File: src/rtl/serial_word_rx.sv
// Serial-in/parallel-out receiver. Frames a start bit, WIDTH data bits and a
// stop bit sampled on external ticks, then presents the word with a one-clock
// valid strobe. A low stop bit raises frame_err and waits for the line to idle.
module serial_word_rx #(
    parameter int unsigned WIDTH     = 16,
    parameter bit          MSB_FIRST = 1'b1
) (
    input  logic             clk,
    input  logic             rst,
    input  logic             tick,
    input  logic             ser_in,
    output logic [WIDTH-1:0] word_out,
    output logic             valid,
    output logic             frame_err,
    output logic             busy
);

    localparam int unsigned CntW = (WIDTH > 1) ? $clog2(WIDTH) : 1;
    localparam logic [CntW-1:0] LastBit = CntW'(WIDTH - 1);

    typedef enum logic [1:0] {
        StIdle,
        StData,
        StStop,
        StWaitIdle
    } state_e;

    state_e            state_q, state_d;
    logic              sync1_q, sync2_q;
    logic [WIDTH-1:0]  shreg_q, shreg_d;
    logic [CntW-1:0]   bit_cnt_q, bit_cnt_d;
    logic [WIDTH-1:0]  word_q, word_d;
    logic              valid_q, valid_d;
    logic              frame_err_q, frame_err_d;
    logic              line;

    // Two-flop synchronizer; resets to the idle-high line level.
    always_ff @(posedge clk or posedge rst) begin
        if (rst) begin
            sync1_q <= 1'b1;
            sync2_q <= 1'b1;
        end else begin
            sync1_q <= ser_in;
            sync2_q <= sync1_q;
        end
    end

    assign line = sync2_q;

    // State, data path and strobe registers.
    always_ff @(posedge clk or posedge rst) begin
        if (rst) begin
            state_q     <= StIdle;
            shreg_q     <= '0;
            bit_cnt_q   <= '0;
            word_q      <= '0;
            valid_q     <= 1'b0;
            frame_err_q <= 1'b0;
        end else begin
            state_q     <= state_d;
            shreg_q     <= shreg_d;
            bit_cnt_q   <= bit_cnt_d;
            word_q      <= word_d;
            valid_q     <= valid_d;
            frame_err_q <= frame_err_d;
        end
    end

    // Next-state logic; nothing advances on edges without a tick.
    always_comb begin
        state_d     = state_q;
        shreg_d     = shreg_q;
        bit_cnt_d   = bit_cnt_q;
        word_d      = word_q;
        valid_d     = 1'b0;
        frame_err_d = 1'b0;
        if (tick) begin
            unique case (state_q)
                StIdle: begin
                    if (!line) begin
                        state_d   = StData;
                        bit_cnt_d = '0;
                    end
                end
                StData: begin
                    if (MSB_FIRST) begin
                        shreg_d = {shreg_q[WIDTH-2:0], line};
                    end else begin
                        shreg_d = {line, shreg_q[WIDTH-1:1]};
                    end
                    // Counter parks at the last index instead of wrapping.
                    if (bit_cnt_q == LastBit) begin
                        state_d = StStop;
                    end else begin
                        bit_cnt_d = bit_cnt_q + 1'b1;
                    end
                end
                StStop: begin
                    if (line) begin
                        word_d  = shreg_q;
                        valid_d = 1'b1;
                        state_d = StIdle;
                    end else begin
                        frame_err_d = 1'b1;
                        state_d     = StWaitIdle;
                    end
                end
                StWaitIdle: begin
                    // Hold off new starts until the line is seen high.
                    if (line) begin
                        state_d = StIdle;
                    end
                end
                default: state_d = StIdle;
            endcase
        end
    end

    // Outputs straight from registers / decoded state.
    always_comb begin
        word_out  = word_q;
        valid     = valid_q;
        frame_err = frame_err_q;
        busy      = (state_q == StData) || (state_q == StStop);
    end

endmodule

File: config.mk
export PLATFORM = sky130hd
export DESIGN_NAME = serial_word_rx
export DESIGN_NICKNAME = d
export VERILOG_FILES = /design/src/rtl/serial_word_rx.sv
export SDC_FILE = /design/constraint.sdc
export NUM_CORES = 1
export LEC_CHECK = 0
export CORE_MARGIN = 5
export CORE_UTILIZATION = 45
export DETAILED_ROUTE_END_ITERATION = 16
export DONT_BUFFER_PORTS = 1
export HOLD_SLACK_MARGIN = 0.12
export PLACE_DENSITY = 0.56
export SLEW_MARGIN = 20
export SYNTH_ARGS = -nofsm -noshare
export SYNTH_HDL_FRONTEND = slang
export SYNTH_SLANG_ARGS = --single-unit
File: constraint.sdc
create_clock -name clk -period 3.9 [get_ports clk]
set_clock_uncertainty 0.1 [all_clocks]
set_input_delay 0 -clock clk [delete_from_list [all_inputs] [get_ports clk]]
set_output_delay 0 -clock clk [all_outputs]
set_load 0.01 [all_outputs]
# After elaboration in Yosys (flattened, before gate mapping)
# Index checks and enable logic that the tools add are counted.
[totals] regBits=42 in_bits=4 out_inout_bits=19 wordCells=38
[classes] reduce_logical=7 add_sub_neg=1 mux=14 n_eq_ne=8
[op_table] operator="two-way mux 2 bit" n=4
[op_table] operator="two-way mux 4 bit" n=2
[op_table] operator="!= test 2 bit (second input constant)" n=4
[op_table] operator="one-hot mux 2 bit (4 select lines)" n=1
[op_table] operator="one-hot mux 4 bit (2 select lines)" n=1
[op_table] operator="AND reduction 4 bit" n=2
[op_table] operator="two-way mux 1 bit" n=6
[op_table] operator="adder 4 x 1 -> 4 bit (second input constant)" n=1
[op_table] operator="equality test 2 bit (second input constant)" n=2
[op_table] operator="equality test 4 bit (second input constant)" n=1
[op_table] operator="AND reduction 3 bit" n=1
[op_table] operator="equality test 2 x 1 -> 1 bit (second input constant)" n=1
[op_table] operator="logical NOT 2 bit" n=1
[op_table] operator="AND reduction 2 bit" n=1
[op_table] operator="nonzero test 2 bit" n=1
[op_table] operator="logical OR 1 bit" n=1

# Depth between registers and ports, before layout
# Gate-level depths: netlist of run 1.
[logic_depth] ltp_word=3 mapped_depth=6 ltp_nobuf=5

# Least setup slack after synthesis of run 1
# OpenSTA, ideal clock, no wires.
[synth_timing] path_type="register -> register" from="reg state_q[0]" to="reg bit_cnt_q[0]" path_buffers=0 stages_incl_launch_ff=6 required_ns=3.675 setup_time_ns=0.125 synth_period_minus_slack_ns=1.585 arrival_ns=1.361 slack_ns=2.315 cell_sequence="dfrtp_1 inv_1 ha_1 nor2b_1 o221ai_1 mux2_2"
[synth_via] elab_chain_cells=3 elab_cells_between_ends=7 cone_classes="3 x eq/ne; 1 x mux; 3 x reduce/logical"
[synth_lines] element="start, declared" line="28" rtl="state_e state_q, state_d;"
[synth_lines] element="start signal, assigned" line="53" rtl="state_q <= StIdle;"
[synth_lines] element="start signal, assigned" line="60" rtl="state_q <= state_d;"
[synth_lines] element="equality test 2 x 1 -> 1 bit or logical NOT 2 bit (tied branches)" line="78" rtl="unique case (state_q)"
[synth_lines] element="!= test 2 bit (no source line) or nonzero test 2 bit (tied branches)"
[synth_lines] element="AND reduction 4 bit (no source line)"
[synth_lines] element="end signal, assigned" line="62" rtl="bit_cnt_q <= bit_cnt_d;"
[synth_lines] element="end, declared" line="31" rtl="logic [CntW-1:0] bit_cnt_q, bit_cnt_d;"
# Parallel ways exist; a longest one is shown, timed or not.
# A chain may end at the register's enable or synchronous reset.

# Final worst setup path of run 1
# Ends and elaborated chain as after synthesis.

==> results by group, run 1 <==
Clock network
  • Clock sink count: 42
  • TritonCTS Buffers: 5
  • Max clock buf depth: 2
  • Post-CTS Setup Bufs: 0
  • Root Buffer: clkbuf_8
  • Insertion delay to the later sink of the worst-skew pair: 280 ps
  • Worst-path clk slew: 70 ps
  • CTS tree: yes
  • H-tree levels: 2

STA
  • Final Max Slew Viols: 0
  • Slew headroom: between 60% and 70%
  • Fin. Hold Viols: 0
  • RSZ-0062 raised after global routing: no
  • Tcrit/Tclk final: a little under half
  • Achievable Freq: approximately 560 MHz
  • Slew of the pin with the lowest slew margin: 486 ps
  • Fin crit period: 1800 ps
  • Final TNS setup: 0 ps
  • Final setup fails: 0

Synthesis
  • Cell taking the most area after synthesis: dfrtp_1
  • Yosys top cell area share: 55.9%
  • Area share of xor/xnor cells in the synthesized design: 0%
  • Adder-cell area share of the yosys netlist: under 10%
  • Largest family of logic cells by synthesized area: multiplexers
  • Syn Inst Count: about 120
  • Net Count, Synth: 130
  • Top_reg_cell synth: dfrtp_1
  • Flops & latches, synth: 42
  • Synth top area cells: dfrtp_1 (56%), mux2_2 (14%), mux2_4 (7.5%)
  • Simple-gate share of the synthesized area: a little over 5%
  • Top post-synthesis cells by count: dfrtp_1 (40), mux2_2 (23), mux2_4 (9), inv_1 (8), ha_1 (5)
  • Synthesized cell area: ~1800 sq um
  • EDFF count, synth: 0
  • Post-synthesis mux area share: 22.6%
  • Yosys Warn Count: 0
  • Register area share after synthesis: about three fifths
  • Cell variety after synth: 30
  • Complex-gate fraction of the synthesized area: approximately 6.8%
  • FFs w/ async S/R, synth: 100%
  • Mean post-synth cell area: between 10 and 15 sq um
  • Count leader, synth: dfrtp_1

Critical path
  • Crit path buf inv count: 1
  • Setup Crit Path Kind: reg2reg
  • Critical path, cell by cell: inv_1 -> ha_1 -> nor2b_1 -> o221ai_1 -> mux2_2
  • Critical path's top delay family: flip-flops
  • Crit-path max FO: 5
  • Critical path arrival: roughly 1900 ps
  • Critical-path top delay cell: dfrtp_1
  • CP required: a little under 4000 ps
  • Critical Path Max Stage Delay: just over 400 ps
  • Worst setup SP type: flop
  • Crit. End Element: flop

Worst hold path
  • Worst min path class: in2reg

Final layout
  • Fillcell total: between 300 and 400
  • Final cell count without fillers: approximately 180
  • Storage element area: between 1000 and 1500 sq um
  • Inserted Diodes: 0
  • Multi-input gate area: 682 sq um
  • Area Overhead vs Synth: 9.78%
  • Share of cells above drive strength 1: 35.1%
  • Nets: 139

GRT
  • Antenna violations before repair: 0
  • Largest net degree at the start of global routing: approximately 40
  • Global route overflow: 0
  • First-pass GRT wire length: between 5 and 6 mm
  • Total GRT Usage: 12.2%
  • Number of global-route vias before repair: approximately 1000

Power
  • Leakage: around 1 nW
  • Pwr dens: around 700 nW/um^2
  • VDD IR-drop max: a little under 0.0003 V

Floorplanning
  • Core Box Area: between 3000 and 4000 sq um
  • I/O Pins: 23
  • Die span in x: approximately 73 um
  • Starting Density: around 45%
  • Site Rows: 23
  • Die Ht: around 73 um
  • Die footprint: approximately 5300 sq um

Drt
  • Total wire length: 2.80 mm
  • Via/cell ratio: 5.23
  • DR vias: around 950
  • Iter 0 DRT Violations: 68
  • DRC: 0
  • DRT antenna net count: 0
  • Initial DRT Pass Iterations: 4
  • Avg WL per Cell: 15.5 um

Placed design
  • Placed Cells: between 150 and 200
  • Post-DP HPWL: about 1.9 mm
  • IO Port Bufs: 0
  • GP Congestion: a little over 0.8

Run
  • Max cap viols: 0

Status
  • Status: completed
[metal layers]
layer  GRT usage [%]  up-vias  wire length, um
li1                -      444                -
met1            15.2      476             1290
met2            19.0       25             1310
met3            5.10        2              185
met4            4.30        0               22
met5               0        -                0
[power by group]
group	internal [mW]	switching (mW)	total [mW]
logic	0.224	0.161	0.386
registers	0.590	0.140	0.730
clock network	0.143	0.134	0.276
total	0.957	0.435	1.39
[path summary, 6_finish.rpt]
kind	from	endpoint	slack [ps]	cells past startpoint
worst min register to register	sync1_q$_DFF_PP1_	line$_DFF_PP1_	260	0
worst min-delay path	ser_in	sync1_q$_DFF_PP1_	160	1
worst max register to register	state_q[0]$_DFFE_PP0P_	bit_cnt_q[0]$_DFFE_PP0P_	2100	5
min in group asynchronous	rst	word_out[3]$_DFFE_PP0P_	200	3
max in group asynchronous	rst	word_out[6]$_DFFE_PP0P_	3120	3
worst max-delay path	state_q[0]$_DFFE_PP0P_	bit_cnt_q[0]$_DFFE_PP0P_	2100	5
[registers in the layout, summed over array words and instances (netlist names)]
register   cells
frame_err      1
line           1
sync1_q        1
word_out      16
bit_cnt_q      4
valid          1
state_q        2
shreg_q       16
[cell usage in the layout (no fill, tap or decap), drive strengths merged, types with 2 or more instances in the layout]
cell type and n:
ha 5, mux2 32, dfrtp 40, dlygate4sd3 4, a22o 2, nand2 3, nor2b 2, and3 3
o211ai 2, o21ai 2, clkbuf 7, dfstp 2, nand3 2, a21oi 3, inv 8
[worst register-to-register path: stages, from the launching register on]
cell      delay (ps)
dfrtp_1          410
inv_1            130
ha_1             270
nor2b_1          280
o221ai_1         190
mux2_2           300
[metrics by stage]
| step | instance area, sq um | power [mW] | util [%] | hold WS, ps | worst slack (ps) |
|---|---|---|---|---|---|
| after global placement | 1840 | 1.11 | 46.6 | -345 | 2230 |
| after detailed placement | 1840 | 1.13 | 46.6 | -340 | 2160 |
| after CTS | 1970 | 1.42 | 49.9 | 139 | 2110 |
| after floorplan | 1790 | 1.04 | - | -95.5 | 2310 |
| final | 1970 | 1.39 | 49.9 | 156 | 2100 |
| after global routing | 1970 | 1.50 | 49.9 | 142 | 1980 |
[kinds of logic (layout without fill, tap and decap cells)]
kind of cell | Yosys count | in the layout
buf+inv | 11 | 21
flops | 42 | 42
fa+ha+maj | 5 | 5
compound gates | 16 | 16
simple gates | 14 | 14
mux | 33 | 33
[cell type report]
type | count | share of cell area [%]
flip-flops and latches | 42 | 53.6
multi-input cells | 68 | 34.7
clock buffers | 7 | 4.39
well taps | 50 | 3.18
repair buffers | 5 | 2.42
inverters | 8 | 1.53
clock inverters | 1 | 0.254
[timing repair]
item	4_1_cts	5_1_grt
endpoints found under the hold margin	68	0
gates resized for setup	0	0
hold buffers	4	0
setup endpoints to repair	0	0
Power figures use the tool's default switching activity.
==> run 2, diff against run 1 <==
--- a/config.mk
+++ b/config.mk
@@ -5,12 +5,13 @@
 export SDC_FILE = /design/constraint.sdc
 export NUM_CORES = 1
 export LEC_CHECK = 0
+export ABC_AREA = 1
 export CORE_MARGIN = 5
 export CORE_UTILIZATION = 45
 export DETAILED_ROUTE_END_ITERATION = 16
 export DONT_BUFFER_PORTS = 1
 export HOLD_SLACK_MARGIN = 0.12
-export PLACE_DENSITY = 0.56
+export PLACE_DENSITY = 0.58
 export SLEW_MARGIN = 20
 export SYNTH_ARGS = -nofsm -noshare
 export SYNTH_HDL_FRONTEND = slang
==> constraint.sdc (replaced) <==
create_clock -name clk -period 1.6 [get_ports clk]
set_clock_uncertainty 0.1 [all_clocks]
set_input_delay 0 -clock clk [delete_from_list [all_inputs] [get_ports clk]]
set_output_delay 0 -clock clk [all_outputs]
set_load 0.01 [all_outputs]
==> run 2 against run 1 <==
  * Core utilization is 1.0 points higher
  * Area after synthesis is 4.7% higher
  * Combinational power grew to 2.6 times the previous value
  * Non-clock buffer count is 2 higher
  * First-iteration DRC count is 4.4% lower
  * Setup slack worse by 2000 ps
  * Fmax is 22% higher
  * Sequential power is 110% higher
  * Critical path depth is 3 higher
  * Cell count is 36% higher
  * Clock-buffer cell count stayed put
  * Routed wire length is 7.6% higher
  * Critical path type unchanged
  * Largest power group unchanged
==> results by group, run 2 <==
STA
  • Slew headroom: ~65%
  • Fin crit period: 1480 ps
  • RSZ-0062 raised after global routing: no
  • Achievable Freq: roughly 680 MHz
  • Final setup fails: 0
  • Tcrit/Tclk final: between 90% and 100%
  • Slew of the pin with the lowest slew margin: just over 500 ps
  • Fin. Hold Viols: 0
  • Final TNS setup: 0 ps
  • Final Max Slew Viols: 0

Synthesis
  • Flops & latches, synth: 42
  • Top post-synthesis cells by count: nand2_1 (58), dfrtp_1 (40), o21ai_2 (31), inv_1 (24)
  • Synth top area cells: dfrtp_1 (53%), o21ai_2 (14%), nand2_1 (12%)
  • Cell taking the most area after synthesis: dfrtp_1
  • Syn Inst Count: around 190
  • EDFF count, synth: 0
  • Synthesized cell area: about 1900 sq um
  • Net Count, Synth: approximately 200
  • Top_reg_cell synth: dfrtp_1
  • Count leader, synth: nand2_1
  • Mean post-synth cell area: around 10 sq um
  • FFs w/ async S/R, synth: 100%
  • Register area share after synthesis: 56.1%
  • Yosys top cell area share: between 50% and 60%
  • Cell variety after synth: 18
  • Yosys Warn Count: 0

Worst hold path
  • End point of the worst hold path: sync1_q$_DFF_PP1_
  • Hold path depth: 1
  • Hold Startpoint: ser_in
  • Worst min path class: in2reg

Critical path
  • Reg2Reg Depth: 8
  • RR Endpoint: state_q[0]$_DFFE_PP0P_
  • Reg-to-reg startpoint: state_q[1]$_DFFE_PP0P_
  • Crit. End Element: flop
  • Reg2reg setup slack: between 100 and 150 ps
  • Worst setup SP type: flop
  • CP required: roughly 1700 ps
  • Crit-path max FO: 4
  • Critical path arrival: roughly 1600 ps
  • Critical-path top delay cell: dfrtp_1
  • Critical path, cell by cell: inv_1 -> ha_1 -> nand2_1 -> nand2_1 -> a21oi_2 -> nand2_1 -> nand2_1 -> nand2_1
  • Most frequent CP cell: nand2_1
  • Setup Crit Path Kind: reg2reg
  • Critical Path Max Stage Delay: roughly 400 ps

Drt
  • Initial DRT Pass Iterations: 4
  • DR vias: around 1200
  • DRC: 0
  • DRT antenna net count: 0
  • Via/cell ratio: about 4.8
  • Total wire length: around 3 mm
  • Iter 0 DRT Violations: 65
  • Avg WL per Cell: ~12 um

Placed design
  • IO Port Bufs: 0
  • GP Congestion: 0.762
  • Post-DP HPWL: around 2.1 mm

Final layout
  • Inserted Diodes: 0
  • Most common cell after layout, fill and taps aside: nand2_1
  • Share of cells above drive strength 1: between 20% and 30%
  • Area Overhead vs Synth: 9.33%
  • Nets: ~200
  • Most frequent cells in the layout: nand2_1 (58), dfrtp_1 (40), o21ai_2 (31)

GRT
  • First-pass GRT wire length: about 5.4 mm
  • Total GRT Usage: between 10% and 20%
  • Largest net degree at the start of global routing: between 40 and 50
  • Number of global-route vias before repair: 1221
  • Antenna violations before repair: 0
  • Global route overflow: 0

Power
  • Pwr dens: 1570 nW/um^2
  • Leakage: ~1 nW
  • VDD IR-drop max: 0.000930 V
  • Tot Pwr: between 3 and 4 mW

Status
  • Status: completed

Floorplanning
  • Die Ht: approximately 75 um
  • I/O Pins: 23
  • Starting Density: around 47%
  • Die footprint: about 5600 sq um
  • Die span in x: 74.6 um
  • Core Box Area: roughly 4000 sq um
  • Site Rows: 23

Clock network
  • Insertion delay to the later sink of the worst-skew pair: between 200 and 300 ps
  • TritonCTS Buffers: 5
  • H-tree levels: 2
  • Worst-path clk slew: approximately 70 ps
  • Root Buffer: clkbuf_8
  • CTS tree: yes
  • Max clock buf depth: 2
  • Clock sink count: 42

Run
  • Max cap viols: 0
[run 2: cell families after synthesis]
logic type / count (synthesis) / synth area share, %
xor gates and xnor gates: 1 / 0.467
buffers and inverters: 31 / 8.40
and+or+nand+nor: 74 / 16.2
adders and majority gates: 5 / 3.33
AOI/OAI and AO/OA: 34 / 15.5
DFF: 42 / 56.1
[run 2: through the flow]
stage / hold slack, ps / setup slack (ps) / cells / cell area, sq um / util [%]
floorplan: -95.5 / 254 / 187 / 1880 / -
global placement: -95.4 / 184 / 234 / 1920 / 47.7
detailed placement: -95.4 / 123 / 234 / 1920 / 47.7
CTS: 133 / 107 / 245 / 2040 / 50.7
global route: 135 / 10.2 / 246 / 2050 / 50.9
finish: 153 / 122 / 246 / 2050 / 50.9
[run 2: worst max-delay path: cells and delay by family (launching register included)]
family | cells | cell delay [ps]
simple gates | 5 | 360
flops | 1 | 400
fa+ha+maj | 1 | 230
buf+inv | 1 | 100
compound gates | 1 | 170
[run 2: worst max-delay path by stage]
stage,start,end
floorplan,state_q[1]$_DFFE_PP0P_,shreg_q[0]$_DFFE_PP0P_
global placement,state_q[0]$_DFFE_PP0P_,state_q[0]$_DFFE_PP0P_
detailed placement,state_q[0]$_DFFE_PP0P_,state_q[0]$_DFFE_PP0P_
CTS,state_q[0]$_DFFE_PP0P_,state_q[0]$_DFFE_PP0P_
global route,state_q[1]$_DFFE_PP0P_,state_q[0]$_DFFE_PP0P_
finish,state_q[1]$_DFFE_PP0P_,state_q[0]$_DFFE_PP0P_
[run 2: final cells by class]
class                           count  area, sq um
Clock buffer                        7         86.3
Clock inverter                      1         5.00
Fill cell                         381         1980
Inverter                           25         93.8
Multi-Input combinational cell    114          666
Sequential cell                    42         1050
Tap cell                           50         62.6
Timing Repair Buffer                7         85.1
[run 2: repair_timing]
| action | in CTS | in global routing |
|---|---|---|
| endpoints found under the setup margin | 0 | 1 |
| buffers inserted | 0 | 1 |
| endpoints found under the hold margin | 83 | 0 |
| hold buffers | 3 | 0 |
| gates resized for setup | 0 | 0 |
[run 2: layer usage]
metal | share of wire, % | global-route usage [%] | up-vias
met5 | 0 | 0 | -
met3 | 6.9 | 5.54 | 2
met1 | 44 | 15.0 | 552
met4 | 0.70 | 4.55 | 0
met2 | 48 | 21.1 | 25
li1 | - | - | 596
[run 2: power by group]
group	switching (mW)	internal, mW	total (mW)	leakage [nW]
logic	0.623	0.364	0.987	0.388
clock network	0.340	0.348	0.688	0.0482
registers	0.222	1.33	1.55	0.566
total	1.19	2.04	3.22	1.00
